### src/rtl/exec_stage_mc.sv
// Execute stage: forwarding muxes, single-cycle ALU, shift-add multiplier and
// registered carry/zero flags feeding a registered EX/MEM result with a valid pulse.
module exec_stage_mc #(
  parameter int WIDTH   = 8,
  parameter int SHAMT_W = $clog2(WIDTH)
) (
  input  logic               clk,
  input  logic               rst,
  input  logic               in_valid,
  output logic               in_ready,
  input  logic               flush,
  input  logic [3:0]         op,
  input  logic [WIDTH-1:0]   ra,
  input  logic [WIDTH-1:0]   rb,
  input  logic [WIDTH-1:0]   imm,
  input  logic               b_imm_sel,
  input  logic [1:0]         a_fwd_sel,
  input  logic [1:0]         b_fwd_sel,
  input  logic [WIDTH-1:0]   ex_mem_fwd,
  input  logic [WIDTH-1:0]   mem_wb_fwd,
  input  logic [SHAMT_W-1:0] shamt,
  input  logic               c_en,
  input  logic               z_en,
  output logic               out_valid,
  output logic [WIDTH-1:0]   out_result,
  output logic               c_flag,
  output logic               z_flag,
  output logic               dbg_state
);

  localparam int CNT_W = $clog2(WIDTH + 1);

  localparam logic [3:0] OP_ADD = 4'd0;
  localparam logic [3:0] OP_ADC = 4'd1;
  localparam logic [3:0] OP_SUB = 4'd2;
  localparam logic [3:0] OP_SBC = 4'd3;
  localparam logic [3:0] OP_AND = 4'd4;
  localparam logic [3:0] OP_OR  = 4'd5;
  localparam logic [3:0] OP_XOR = 4'd6;
  localparam logic [3:0] OP_PSB = 4'd7;
  localparam logic [3:0] OP_SHL = 4'd8;
  localparam logic [3:0] OP_SHR = 4'd9;
  localparam logic [3:0] OP_ROL = 4'd10;
  localparam logic [3:0] OP_ROR = 4'd11;
  localparam logic [3:0] OP_MUL = 4'd12;

  typedef enum logic {ST_IDLE, ST_MUL} state_t;

  // Handshake: an operation is taken on a rising edge when in_valid and in_ready
  // are both high and flush is low; out_valid is a one-cycle pulse per result.
  state_t               state_q;
  logic                 out_valid_q;
  logic [WIDTH-1:0]     out_result_q;
  logic                 c_q, z_q;
  logic [2*WIDTH-1:0]   acc_q, mcand_q;
  logic [WIDTH-1:0]     mplier_q;
  logic [CNT_W-1:0]     cnt_q;
  logic                 mul_c_en_q, mul_z_en_q;

  logic [WIDTH-1:0]     opa_d, opb_base_d, opb_d;
  logic [WIDTH:0]       sum_d, diff_d;
  logic [SHAMT_W-1:0]   rot_amt_d;
  logic [WIDTH-1:0]     rol_d, ror_d;
  logic                 shl_c_d, shr_c_d, shamt_zero_d;
  logic [WIDTH-1:0]     alu_res_d;
  logic                 alu_c_d, c_def_d, z_def_d;
  logic                 accept_d;
  logic [2*WIDTH-1:0]   acc_step_d;
  logic                 mul_last_d;

  assign in_ready   = (state_q == ST_IDLE);
  assign accept_d   = in_valid & in_ready & ~flush;
  assign out_valid  = out_valid_q;
  assign out_result = out_result_q;
  assign c_flag     = c_q;
  assign z_flag     = z_q;
  assign dbg_state  = (state_q == ST_MUL);

  always_comb begin
    opb_base_d = b_imm_sel ? imm : rb;
    case (a_fwd_sel)
      2'd1:    opa_d = ex_mem_fwd;
      2'd2:    opa_d = mem_wb_fwd;
      default: opa_d = ra;
    endcase
    case (b_fwd_sel)
      2'd1:    opb_d = ex_mem_fwd;
      2'd2:    opb_d = mem_wb_fwd;
      default: opb_d = opb_base_d;
    endcase
  end

  // The extra top bit of sum/diff is the carry or the borrow.
  always_comb begin
    sum_d  = {1'b0, opa_d} + {1'b0, opb_d} + {{WIDTH{1'b0}}, (op == OP_ADC) & c_q};
    diff_d = {1'b0, opa_d} - {1'b0, opb_d} - {{WIDTH{1'b0}}, (op == OP_SBC) & c_q};
    rot_amt_d    = SHAMT_W'(int'(shamt) % WIDTH);
    rol_d        = (opa_d << rot_amt_d) | (opa_d >> (WIDTH - int'(rot_amt_d)));
    ror_d        = (opa_d >> rot_amt_d) | (opa_d << (WIDTH - int'(rot_amt_d)));
    shamt_zero_d = (shamt == '0);
    shl_c_d = 1'b0;
    shr_c_d = 1'b0;
    for (int i = 0; i < WIDTH; i++) begin
      if (int'(shamt) == WIDTH - i) shl_c_d = opa_d[i];
      if (int'(shamt) == i + 1)     shr_c_d = opa_d[i];
    end
  end

  always_comb begin
    alu_res_d = '0;
    alu_c_d   = 1'b0;
    c_def_d   = 1'b0;
    z_def_d   = 1'b1;
    case (op)
      OP_ADD, OP_ADC: begin alu_res_d = sum_d[WIDTH-1:0];  alu_c_d = sum_d[WIDTH];  c_def_d = 1'b1; end
      OP_SUB, OP_SBC: begin alu_res_d = diff_d[WIDTH-1:0]; alu_c_d = diff_d[WIDTH]; c_def_d = 1'b1; end
      OP_AND: alu_res_d = opa_d & opb_d;
      OP_OR:  alu_res_d = opa_d | opb_d;
      OP_XOR: alu_res_d = opa_d ^ opb_d;
      OP_PSB: alu_res_d = opb_d;
      OP_SHL: begin alu_res_d = opa_d << shamt; alu_c_d = shl_c_d;  c_def_d = ~shamt_zero_d; end
      OP_SHR: begin alu_res_d = opa_d >> shamt; alu_c_d = shr_c_d;  c_def_d = ~shamt_zero_d; end
      // Last bit rotated out lands at the far end of the result.
      OP_ROL: begin alu_res_d = rol_d; alu_c_d = rol_d[0];       c_def_d = ~shamt_zero_d; end
      OP_ROR: begin alu_res_d = ror_d; alu_c_d = ror_d[WIDTH-1]; c_def_d = ~shamt_zero_d; end
      OP_MUL: c_def_d = 1'b1;
      default: z_def_d = 1'b0;
    endcase
  end

  assign acc_step_d = acc_q + (mplier_q[0] ? mcand_q : '0);
  assign mul_last_d = (cnt_q == CNT_W'(WIDTH - 1));

  always_ff @(posedge clk or posedge rst) begin
    if (rst) begin
      state_q      <= ST_IDLE;
      out_valid_q  <= 1'b0;
      out_result_q <= '0;
      c_q          <= 1'b0;
      z_q          <= 1'b0;
      acc_q        <= '0;
      mcand_q      <= '0;
      mplier_q     <= '0;
      cnt_q        <= '0;
      mul_c_en_q   <= 1'b0;
      mul_z_en_q   <= 1'b0;
    end else begin
      out_valid_q <= 1'b0;
      case (state_q)
        ST_IDLE: begin
          if (accept_d) begin
            if (op == OP_MUL) begin
              mcand_q    <= {{WIDTH{1'b0}}, opa_d};
              mplier_q   <= opb_d;
              acc_q      <= '0;
              cnt_q      <= '0;
              mul_c_en_q <= c_en;
              mul_z_en_q <= z_en;
              state_q    <= ST_MUL;
            end else begin
              out_valid_q  <= 1'b1;
              out_result_q <= alu_res_d;
              if (c_en && c_def_d) c_q <= alu_c_d;
              if (z_en && z_def_d) z_q <= (alu_res_d == '0);
            end
          end
        end
        ST_MUL: begin
          if (flush) begin
            state_q <= ST_IDLE;
          end else begin
            acc_q    <= acc_step_d;
            mcand_q  <= mcand_q << 1;
            mplier_q <= mplier_q >> 1;
            cnt_q    <= cnt_q + 1'b1;
            if (mul_last_d) begin
              out_valid_q  <= 1'b1;
              out_result_q <= acc_step_d[WIDTH-1:0];
              if (mul_c_en_q) c_q <= |acc_step_d[2*WIDTH-1:WIDTH];
              if (mul_z_en_q) z_q <= (acc_step_d[WIDTH-1:0] == '0);
              state_q <= ST_IDLE;
            end
          end
        end
        default: state_q <= ST_IDLE;
      endcase
    end
  end

endmodule
### config.mk
export PLATFORM = sky130hd
export DESIGN_NAME = exec_stage_mc
export DESIGN_NICKNAME = d
export VERILOG_FILES = /design/src/rtl/exec_stage_mc.sv
export SDC_FILE = /design/constraint.sdc
export NUM_CORES = 1
export LEC_CHECK = 0
export CORE_ASPECT_RATIO = 0.5
export CORE_MARGIN = 3
export CORE_UTILIZATION = 46
export CTS_CLUSTER_SIZE = 20
export DETAILED_ROUTE_END_ITERATION = 7
export PLACE_DENSITY = 0.76
export SETUP_SLACK_MARGIN = 0.05
export SLEW_MARGIN = 20
export SYNTH_ARGS = -nofsm -noshare
export SYNTH_HDL_FRONTEND = slang
export SYNTH_SLANG_ARGS = --single-unit
### constraint.sdc
create_clock -name clk -period 5.6 [get_ports clk]
set_input_delay 0.84 -clock clk [delete_from_list [all_inputs] [get_ports clk]]
set_output_delay 0.84 -clock clk [all_outputs]
set_load 0.1 [all_outputs]
==> Word level (Yosys, flattened, before mapping) <==
Index checks and enable logic that the tools add are counted.
{ "op_classes": {"n_addsub": 7, "n_bitwise": 12, "n_eq_ne": 33, "n_reduce_logical": 17, "muxes": 67, "shifts": 4} }
{ "ops": {"columns": ["op", "n"], "rows": [
  ["$mux W16", 7],
  ["$pmux W8 S10", 1],
  ["$mux W8", 8],
  ["$pmux W16 S2", 2],
  ["$pmux W8 S2", 4],
  ["$mux W1", 35],
  ["$shl A8 B32 Y8", 1],
  ["$shr A8 B32 Y8", 1],
  ["$or A8 B8 Y8", 3],
  ["$eq A4 B3 Y1 const B", 5],
  ["$eq A4 B4 Y1 const B", 5],
  ["$add A16 B16 Y16", 1],
  ["$logic_not A8 Y1", 2],
  ["$ne A2 B1 Y1 const B", 7],
  ["$reduce_or A13 Y1", 1],
  ["$eq A3 B3 Y1 const B", 4],
  ["$mux W4", 3],
  ["$reduce_and A6 Y1", 2],
  ["$pmux W1 S2", 5],
  ["$add A8 B8 Y9", 1],
  ["$add A9 B1 Y9", 1],
  ["$sub A8 B8 Y9", 1],
  ["$sub A9 B1 Y9", 1],
  ["$and A8 B8 Y8", 1],
  ["other kinds (25)", 38]
]} }
{ "totals": {"elab_cells": 151, "in_bits": 58, "register_bits": 58, "output_inout_bits": 13} }

==> Logic depth before layout (Yosys ltp) <==
{ "depth": {"word_depth": 14, "ltp_mapped": 19, "ltp_nobuf": 17} }

==> Least setup slack after synthesis <==
No wires, ideal clock.
{ "synth_path": {"path_type": "in2reg", "start": "input b_fwd_sel[0]", "end": "register z_q (netlist: z_flag)", "path_slack_ns": 0.967, "required_ns": 5.524, "setup_time_ns": 0.076, "cell_stages": 17, "n_path_buf": 2, "arrival_ns": 4.556, "cell_sequence": "inv_1 -> ha_1 -> clkbuf_1 -> clkbuf_1 -> a221oi_1 -> a21oi_1 -> inv_1 -> fa_1 -> fa_1 -> and3b_1 -> o21ai_0 -> nor2b_1 -> and3b_2 -> o21ai_0 -> or4b_1 -> or3_1 -> o21ai_1"} }
{ "synth_between": {"elab_chain_cells": 10, "word_cells_on_any_way": 16, "cone_classes": "add/sub: 4; eq/ne: 2; mux: 6; bitwise: 3; reduce/logical: 1"} }
{ "synth_rtl": {"columns": ["element", "line_no", "source"], "rows": [
  ["start: declaration", "18", "input logic [1:0] b_fwd_sel,"],
  ["$eq A2 B2 Y1 or $eq A2 B1 Y1 (tied branches)", "86", "case (b_fwd_sel)"],
  ["$pmux W8 S2 *", "86", null],
  ["$sub A8 B8 Y9 or $add A8 B8 Y9 (tied branches)", "96, 95", null],
  ["$sub A9 B1 Y9 or $add A9 B1 Y9 (tied branches)", "96, 95", null],
  ["$pmux W8 S10 *", "114", "case (op)"],
  ["$logic_not A8 Y1 *", "164", "if (z_en && z_def_d) z_q <= (alu_res_d == '0);"],
  ["$mux W1 *", "164", null],
  ["$mux W1 *", "152", "if (op == OP_MUL) begin"],
  ["$mux W1 *", "151", "if (accept_d) begin"],
  ["$pmux W1 S2 *", "149", "case (state_q)"],
  ["end signal: assignment", "164", null],
  ["end signal: assignment", "180", "if (mul_z_en_q) z_q <= (acc_step_d[WIDTH-1:0] == '0);"],
  ["end: declaration", "54", "logic c_q, z_q;"]
]} }
Every way passes the cells marked *; elsewhere a longest branch is shown, timed or not. The select of a mux whose other input is x is not followed.
A chain may end at the register's enable or synchronous reset.

==> Final worst setup path <==
{ "layout_path": {"start": "input a_fwd_sel[0]", "end": "register z_q (netlist: z_flag)"} }
{ "layout_between": {"elab_chain_cells": 10, "word_cells_on_any_way": 22, "cone_classes": "add/sub: 4; eq/ne: 2; shift: 4; mux: 6; bitwise: 5; reduce/logical: 1"} }
{ "layout_rtl": {"columns": ["element", "line_no", "source"], "rows": [
  ["start: declaration", "17", "input logic [1:0] a_fwd_sel,"],
  ["$eq A2 B2 Y1 or $eq A2 B1 Y1 (tied branches)", "81", "case (a_fwd_sel)"],
  ["$pmux W8 S2 *", "81", null],
  ["$sub A8 B8 Y9 (tied with other cells)", "96", "diff_d = {1'b0, opa_d} - {1'b0, opb_d} - {{WIDTH{1'b0}}, (op == OP_SBC) & c_q};"],
  ["$sub A9 B1 Y9 (tied with other cells)", "96", null],
  ["$pmux W8 S10 *", "114", null],
  ["$logic_not A8 Y1 *", "164", null],
  ["$mux W1 *", "164", null],
  ["$mux W1 *", "152", null],
  ["$mux W1 *", "151", null],
  ["$pmux W1 S2 *", "149", null]
]} }
Marks and branches as above.

==> metrics <==
final hold violations 0; row cnt 30; max cap viols 0; met1 Usage GRT 39.36%; DPL Wire Length 17.64 mm; drt initial violations 832; first-pass GRT wire length 36.06 mm; worst hold endpoint mplier_q[1]; RSZ-0062 raised after global routing no; crit path max fanout 19; Synth Register Bits 58; initial antenna violation count 0; reg2reg start c_flag; Final setup viols 0; routed wire length per instance 21.17 µm; die width 175.7 µm; peak supply drop 0.1800 mV; Initial Utilization 47.93%; Max Fclk 0.1949 GHz; met3 GRT Util 6.675%; TritonRoute pass-1 iters 6; Setup TNS 0 ns; worst r2r path cells 13; Post-Route WL 23.03 mm; vias in the first global route 6,654; worst r2r dst z_flag; cell area after synthesis 0.006621 mm²; met2 Usage GRT 42.94%; gp weighted congestion 1.021; largest net degree at the start of global routing 59; Setup WS pre-CTS 0.2359 ns; Synth Instances 826; startpoint types input port; Syn-to-layout area delta 19.58%; CP required 5.85 ns; All-Layer GR Usage 28.12%; Port Buffers 70; Yosys Warn Count 0; Ports 71; area share of the largest cell type after synthesis 21.92%; total number of vias 7,030; number of flops mapped to enable cells by yosys 0; period utilization 91.64%; busiest grt layer met2; P_leak 3.511 nW; PD cells 277.6 mW/mm²; ys async rst share 100.0%; Mapped Avg Cell Area 8.016 µm²; status complete, no violations; full die area 0.01596 mm²; register area share after synthesis 21.92%; CP Capture Type flop; CTS tree done; clock root buffer clkbuf_16; dominant cell type by area after synthesis dfrtp_1; final slew viol count 0; Post-Syn Nets 942; hold_sp mplier_q[1]; DRC Markers 0; clk slew on worst S/H paths 0.05 ns; Worst-Margin Slew 1.059 ns; antenna-violating nets left 0; # resized after CTS 0; worst hold path cell count 2; commonest non-fill, non-tap cell in the layout nand2_1; Core Area 0.01381 mm²; ranking of synthesized cells by area dfrtp_1, ha_1, o21ai_0; post-synth cell types 81; Setup Skew 0.006484 ns; gr ovfl total 0; Setup CP Type in2reg; n_diodes 0; H-tree levels 3; fin worst setup slack 0.4681 ns; worst min path class reg2reg; most frequent cells in the layout nand2_1, clkdlybuf4s50_1, o21ai_0; Via density 6.461; Main synth FF type dfrtp_1; CP arrival 5.38 ns; Clock Latency Late Sink 0.32 ns; share of post-route cells with drive strength above 1 9.487%; CTS max path bufs 2; die height 90.84 µm; relative slew slack 29.24%; post-CTS setup buffer count 0; minimum clock period 5.132 ns; reg2reg setup slack 2.10 ns; CTS Sinks 58; post-cts hold buffer count 0; TritonCTS Buffers 9; Final nets 1,007
==> metrics by stage <==
stage	hold slack (ns)	std cells	util (%)	cell area [µm²]	total power, mW
after detailed placement	0.4695	1072	54.76	7565	1.530
after global placement	0.4597	1072	54.73	7560	1.518
after CTS	0.4801	1088	57.32	7918	2.179
final	0.4812	1088	57.32	7918	2.198
after global routing	0.5079	1088	57.32	7918	2.303
after floorplan	0.4455	826	-	6621	1.219
==> critical path, cell delays in order <==
cell,delay (ns)
clkdlybuf4s50_1,0.48
inv_1,0.05
ha_1,0.71
a221oi_2,0.12
or2_2,0.38
fa_1,0.47
fa_1,0.41
and3b_1,0.25
o21ai_0,0.15
nor2b_1,0.19
and3b_2,0.20
o21ai_0,0.16
or4b_1,0.50
or3_1,0.34
o21ai_1,0.13
==> registers in the layout, indices dropped and copies added (netlist names) <==
signal	cells
c_flag	1
mul_c_en_q	1
cnt_q	4
out_valid	1
mcand_q	16
mplier_q	8
acc_q	16
dbg_state	1
mul_z_en_q	1
z_flag	1
out_result	8
==> where the power goes <==
group	internal, mW	leakage (nW)	switching, mW
registers	0.486	0.774	0.0555
logic	0.364	2.56	0.649
clock network	0.457	0.176	0.187
==> kinds of logic after synthesis <==
logic type	count (synthesis)	share of synthesized area, %
and+or+nand+nor	295	22.43
AOI/OAI and AO/OA	262	27.12
buffers and inverters	92	6.387
adders and majority gates	58	11.41
DFF	58	21.92
muxes	39	7.823
xor gates and xnor gates	22	2.910
==> how the worst max path moves through the flow <==
stage | cells after the start | slack, ns | start | end
after floorplan | 17 | 0.97 | b_fwd_sel[0] | z_flag
after global placement | 15 | 0.30 | a_fwd_sel[0] | z_flag
after detailed placement | 15 | 0.24 | a_fwd_sel[0] | z_flag
after CTS | 15 | 0.56 | a_fwd_sel[0] | z_flag
after global routing | 15 | 0.29 | a_fwd_sel[0] | z_flag
final | 15 | 0.47 | a_fwd_sel[0] | z_flag
==> final cells by class <==
cell class | count | area, µm²
tap | 192 | 240.2
clock inverter | 5 | 100.1
sequential | 58 | 1451
fill | 1254 | 5896
multi-input combinational | 676 | 4755
timing repair buffer | 104 | 955.9
inverter | 42 | 162.7
clock buffer | 11 | 252.7
==> cell usage after synthesis (5+ instances only) <==
cell type / n
nand2_1: 82
o21ai_0: 66
nor2_1: 59
dfrtp_1: 58
ha_1: 54
a21oi_1: 50
inv_1: 36
nor3_1: 35
clkbuf_1: 32
mux2i_1: 27
nand3_1: 20
a211oi_1: 18
and2_1: 18
a221oi_1: 13
nor4_1: 13
xor2_1: 13
nor2b_1: 12
a22oi_1: 9
a31oi_1: 9
nand4_1: 9
o211ai_1: 9
or3_1: 9
xnor2_1: 9
a21o_1: 8
a22o_1: 7
buf_6: 7
nand2b_1: 7
mux4_2: 6
nand3b_1: 6
o31ai_1: 6
a2111oi_0: 5
a221oi_2: 5
o2111ai_1: 5
o21ai_1: 5
==> per-layer routing <==
metal,part of all wire [%],vias to the layer above
li1,-,3221
met1,44,3346
met2,44,401
met3,9.4,62
met4,2.9,0
met5,0,-
(Power assumes the default switching activity.)
